File: src/rtl/pr_freeze_bridge.sv
// pr_freeze_bridge
//
// Static-region stage that sits in front of a PR region's avs_ctrl slave. In normal
// operation host Avalon-MM control traffic passes straight through. On freeze_req the
// bridge stops issuing commands, waits for outstanding downstream reads to return, then
// runs the stop_req/stop_ack handshake. While frozen the PR region is isolated: host
// writes are dropped and host reads are answered locally with DEAD_DATA. Releasing
// freeze_req runs the start_req/start_ack handshake and resumes pass-through.
//
// Optional feature macro: PR_FREEZE_TIMEOUT_EN
//   defined   - a 16-bit counter bounds each handshake to TIMEOUT_CYCLES cycles. On
//               expiry pr_error is set (sticky) and the FSM advances anyway.
//   undefined - handshakes wait forever; pr_error is tied 0.
//
// Ports:
//   clk_clk, reset_reset        clock, synchronous active-high reset
//   s_*                         host-facing Avalon-MM slave
//   m_*                         PR-region-facing Avalon-MM master (m_debugaccess tied 0)
//   freeze_req                  level request from the PR controller
//   freeze_status               high only while frozen
//   pr_error                    sticky handshake-timeout flag
//   pr_handshake_stop_*/start_* PR region freeze handshake

module pr_freeze_bridge #(
    parameter int unsigned MAX_PEND       = 8,
    parameter int unsigned TIMEOUT_CYCLES = 65535,
    parameter logic [63:0] DEAD_DATA      = 64'hDEAD_BEEF_DEAD_BEEF
) (
    input  logic        clk_clk,
    input  logic        reset_reset,

    input  logic [15:0] s_address,
    input  logic [63:0] s_writedata,
    input  logic [7:0]  s_byteenable,
    input  logic        s_burstcount,
    input  logic        s_read,
    input  logic        s_write,
    output logic        s_waitrequest,
    output logic [63:0] s_readdata,
    output logic        s_readdatavalid,

    output logic [15:0] m_address,
    output logic [63:0] m_writedata,
    output logic [7:0]  m_byteenable,
    output logic        m_burstcount,
    output logic        m_read,
    output logic        m_write,
    output logic        m_debugaccess,
    input  logic        m_waitrequest,
    input  logic [63:0] m_readdata,
    input  logic        m_readdatavalid,

    input  logic        freeze_req,
    output logic        freeze_status,
    output logic        pr_error,

    output logic        pr_handshake_stop_req,
    output logic        pr_handshake_start_req,
    input  logic        pr_handshake_stop_ack,
    input  logic        pr_handshake_start_ack
);

    typedef enum logic [2:0] {StRun, StDrain, StStop, StFrozen, StStart} state_t;

    localparam logic [3:0] MaxPendW = 4'(MAX_PEND);

    state_t     state;
    logic [3:0] pending;
    logic [3:0] pending_nxt;
    logic       frz_rdv;     // local read response, one cycle after a frozen read
    logic       pend_full;
    logic       rd_acc;
    logic       tmo_hit;

    assign pend_full = (pending == MaxPendW);

    // Command path: buses always follow the host, strobes only in RUN.
    assign m_address     = s_address;
    assign m_writedata   = s_writedata;
    assign m_byteenable  = s_byteenable;
    assign m_burstcount  = s_burstcount;
    assign m_debugaccess = 1'b0;

    always_comb begin
        m_read        = 1'b0;
        m_write       = 1'b0;
        s_waitrequest = 1'b1;
        case (state)
            StRun: begin
                m_read        = s_read & ~pend_full;
                m_write       = s_write;
                s_waitrequest = m_waitrequest | (s_read & pend_full);
            end
            StFrozen: s_waitrequest = 1'b0;
            default:  s_waitrequest = 1'b1;
        endcase
    end

    assign rd_acc = m_read & ~m_waitrequest;

    // Decrement is guarded so a stray downstream response can never wrap the counter.
    always_comb begin
        pending_nxt = pending;
        if (rd_acc && !m_readdatavalid) begin
            pending_nxt = pending + 4'd1;
        end else if (!rd_acc && m_readdatavalid && pending != 4'd0) begin
            pending_nxt = pending - 4'd1;
        end
    end

    // Return path: downstream data except while frozen, where the answer is local.
    assign s_readdatavalid = frz_rdv | ((state != StFrozen) & m_readdatavalid);
    assign s_readdata      = (frz_rdv || state == StFrozen) ? DEAD_DATA : m_readdata;

`ifdef PR_FREEZE_TIMEOUT_EN
    localparam logic [15:0] TmoLast = 16'(TIMEOUT_CYCLES - 1);

    logic [15:0] tmo_cnt;
    logic        tmo_wait;
    logic        err;

    assign tmo_wait = (state == StStop  && !pr_handshake_stop_ack) ||
                      (state == StStart && !pr_handshake_start_ack);
    assign tmo_hit  = tmo_wait && (tmo_cnt == TmoLast);
    assign pr_error = err;

    always_ff @(posedge clk_clk) begin
        if (reset_reset) begin
            tmo_cnt <= 16'd0;
            err     <= 1'b0;
        end else begin
            tmo_cnt <= (tmo_wait && !tmo_hit) ? tmo_cnt + 16'd1 : 16'd0;
            if (state == StRun && freeze_req) begin
                err <= 1'b0;
            end else if (tmo_hit) begin
                err <= 1'b1;
            end
        end
    end
`else
    // TIMEOUT_CYCLES has no effect in this build.
    localparam bit TmoUnused = (TIMEOUT_CYCLES != 0);

    assign tmo_hit  = 1'b0;
    assign pr_error = TmoUnused & 1'b0;
`endif

    always_ff @(posedge clk_clk) begin
        if (reset_reset) begin
            state                  <= StRun;
            pending                <= 4'd0;
            frz_rdv                <= 1'b0;
            freeze_status          <= 1'b0;
            pr_handshake_stop_req  <= 1'b0;
            pr_handshake_start_req <= 1'b0;
        end else begin
            pending <= pending_nxt;
            frz_rdv <= (state == StFrozen) & s_read;
            unique case (state)
                StRun: begin
                    if (freeze_req) begin
                        state <= StDrain;
                    end
                end
                StDrain: begin
                    // Look at the post-update count so stop_req follows the last
                    // downstream response by exactly one cycle.
                    if (pending_nxt == 4'd0) begin
                        state                 <= StStop;
                        pr_handshake_stop_req <= 1'b1;
                    end
                end
                StStop: begin
                    if (pr_handshake_stop_ack || tmo_hit) begin
                        state                 <= StFrozen;
                        pr_handshake_stop_req <= 1'b0;
                        freeze_status         <= 1'b1;
                    end
                end
                StFrozen: begin
                    if (!freeze_req) begin
                        state                  <= StStart;
                        freeze_status          <= 1'b0;
                        pr_handshake_start_req <= 1'b1;
                    end
                end
                StStart: begin
                    if (pr_handshake_start_ack || tmo_hit) begin
                        state                  <= StRun;
                        pr_handshake_start_req <= 1'b0;
                    end
                end
                default: state <= StRun;
            endcase
        end
    end

endmodule
File: config.mk
export PLATFORM = sky130hd
export DESIGN_NAME = pr_freeze_bridge
export DESIGN_NICKNAME = d
export VERILOG_FILES = /design/src/rtl/pr_freeze_bridge.sv
export SDC_FILE = /design/constraint.sdc
export NUM_CORES = 1
export LEC_CHECK = 0
export BUFFER_PORTS_ARGS = -buffer_cell sky130_fd_sc_hd__buf_2
export CAP_MARGIN = 40
export CORE_AREA = 2 2 124 126
export DETAILED_ROUTE_END_ITERATION = 8
export DIE_AREA = 0 0 126 128
export PLACE_DENSITY = 0.49
export SLEW_MARGIN = 20
export SYNTH_ARGS = -nofsm -noshare
export SYNTH_HDL_FRONTEND = slang
export SYNTH_SLANG_ARGS = --single-unit
File: constraint.sdc
create_clock -name clk_clk -period 4.5 [get_ports clk_clk]
set_clock_uncertainty 0.2 [all_clocks]
set_input_delay 0.9 -clock clk_clk [delete_from_list [all_inputs] [get_ports clk_clk]]
set_output_delay 0.9 -clock clk_clk [all_outputs]
set_load 0.005 [all_outputs]
==> flow_summary.ini <==
[worst_setup_path]
critPathCaptureType = output pin
r2r_end = pr_handshake_stop_req
crit_path_max_fanout = 49
r2r-start = state[0]
cp.arrival_ns = 2.26
startpoint_type = flip-flop
rrSetupSlack_ns = 1.98
ff2ff_path_depth = 6
crit_type = flip-flop to output pin
worstPathRequired_ns = 3.40

[timing]
slew_violations = 0
period_share_pct = 74.75
rsz0062_at_grt = false
fmax_mhz = 297.3
maxSlewHeadroom_pct = 50.99
tns_ns = 0
period_minus_slack_ns = 3.364
worstMarginPinSlew_ns = 0.7325
hold_ws_ns = 0.3039
hold_violations = 0
finalSetupViolations = 0
setup_slack_ns = 1.136

[floorplanning]
die_h_um = 128
die_area_um2 = 16130
start_util_pct = 13.29
die_x_um = 126
core_um2 = 14860
io_pins = 324
rows = 45

[placement]
dp_worst_setup_slack_ns = 1.364
gp_congestion = 0.7741
dp_hpwl_um = 8051
io_buffer_count = 143

[detailed_routing]
wire_per_inst_um = 18.35
postRouteAntennaNets = 0
route.detailed.drc = 0
drt-initial-drc-count = 70
num_vias = 1983
wirelength_um = 9358
drtPass1Iterations = 5
via_per_inst = 3.888

[global_route]
grt_max_degree = 50
first_global_vias = 1748
antenna_found_initial = 0
grt_usage_pct = 10.18
grt.overflow.total = 0
grt_pass1_wl_um = 11900

[cts]
cts_buffers = 3
clk_path_buf_depth = 2
hold_buffers = 0
cts_setup_buffers = 0
clkTransAtPathRegs_ns = 0.04
cts_tree = built
clock_latency_ns = 0.24
cts-root-buf = clkbuf_16
htree_num_levels = 1
cts.sinks = 11
cts-resized-gates = 0

[logic_synthesis]
syn_inst = 281
yosys_warnings = 0
synthDistinctLibCells = 38
synth_area_um2 = 1976
ys_seq_elements = 11
ys_seq_area_share_pct = 11.15
synth.avg_cell_area_um2 = 7.031

[power_and_ir_drop]
ir_drop_uv = 159.9
power_mw = 0.9386
powerDensity_nw_per_um2 = 412.4
power.leakage_nw = 1.114

[final_layout]
multiInputGateArea_um2 = 996.0
layout.nets = 487
seqCellArea_um2 = 220.2
drive_above_1_share_pct = 46.89
antenna_cells = 0
nFillCells = 1729
area_delta_synth_final_pct = 15.20

[min_path]
hold_depth = 2
whs_endpoint = pr_handshake_start_req
hp-start = pr_handshake_start_req
hold_class = flip-flop to flip-flop

[run_status]
status = finished clean

[run]
max-cap-violations = 0
metrics by stage:
step	instance area (µm²)	util, %	cells
finish	2276	15.31	510
floorplan	1979	-	282
CTS	2276	15.31	510
global route	2276	15.31	510
global placement	2197	14.78	506
detailed placement	2197	14.78	506
critical path, cell delays in order, from the launching register on:
cell	delay, ns
dfxtp_1	0.68
nand2_1	0.24
nor2_2	0.12
buf_4	0.33
nor2_1	0.27
and2_1	0.23
buf_2	0.12
synth_stat cells, drive strengths merged:
library cell  number  area [µm²]
a2111o             1       11.26
a211oi             1       7.510
a21boi             1       7.510
a21oi              9       45.04
a221oi             1       8.760
a311o              1       10.01
a311oi             1       8.760
a31oi              2       12.51
and2              16       100.1
and3b              2       17.52
buf               91       683.2
clkbuf            18       67.56
conb               1       3.750
dfxtp             11       220.2
ha                 2       25.02
inv                4       15.01
nand2              8       30.03
nand2b             5       33.78
nand3              5       25.02
nand3b             3       22.52
nand4b             2       17.52
nor2              12       45.04
nor2b              4       25.02
nor3               6       30.03
nor4               2       12.51
nor4b              4       50.05
o211a              1       10.01
o211ai             3       22.52
o21ai              7       35.03
o311ai             1       8.760
o31ai              1       7.510
or3               49       306.5
or4                3       22.52
or4b               1       10.01
xnor2              2       17.52
kinds of logic after synthesis:
family,Yosys count,synth area share [%]
XOR/XNOR,2,0.8868
buffers and inverters,113,38.76
flip-flops,11,11.15
other,1,0.1898
adder cells (fa/ha/maj),2,1.266
AO/OA/AOI/OAI,30,9.880
AND/OR/NAND/NOR,122,37.87
report_power, final:
part,total (mW),internal [mW],leakage (nW),switching [mW]
Clock,0.163,0.119,0.0382,0.0442
Combinational,0.569,0.279,0.986,0.290
Sequential,0.206,0.130,0.0897,0.0761
Total,0.939,0.529,1.11,0.410
metal layers:
metal  vias up  global-route usage [%]  share of wire, %
li1        959                       -                 -
met1       870                   8.832                29
met2       111                   13.06                39
met3        43                   12.94                27
met4         0                   5.624               5.0
met5         -                       0                 0
cell usage in the layout, fill, tap and decap left out, types with 4 or more instances in the layout:
cell type	instances
nor3_1	6
or3_1	49
dfxtp_1	11
nand2_1	8
buf_2	143
nor2_1	11
nand2b_1	4
o21ai_0	5
nor2b_1	4
a21oi_1	9
nand3_1	5
and2_1	16
inv_1	4
worst max-delay path by stage:
stage	startpoint	endpoint	cells past startpoint	slack, ns
after floorplan	s_read	pr_handshake_stop_req	6	1.84
after global placement	state[0]	s_readdata[4]	6	1.37
after detailed placement	state[0]	s_readdata[4]	6	1.36
after CTS	state[0]	s_readdata[4]	6	1.11
after global routing	state[0]	s_readdata[61]	6	0.87
final	state[0]	s_readdata[4]	6	1.14
flip-flops by register name (all words and copies together), names as in the netlist:
register,flops
pending,4
state,3
freeze_status,1
frz_rdv,1
pr_handshake_start_req,1
pr_handshake_stop_req,1
final cells by class:
type                    count  share of cell area (%)
multi-input cells         158                   43.76
repair buffers            145                   32.11
inverters                   4                  0.6597
well taps                 188                   10.34
flip-flops and latches     11                   9.676
clock buffers               4                   3.463
(Power assumes the default switching activity.)
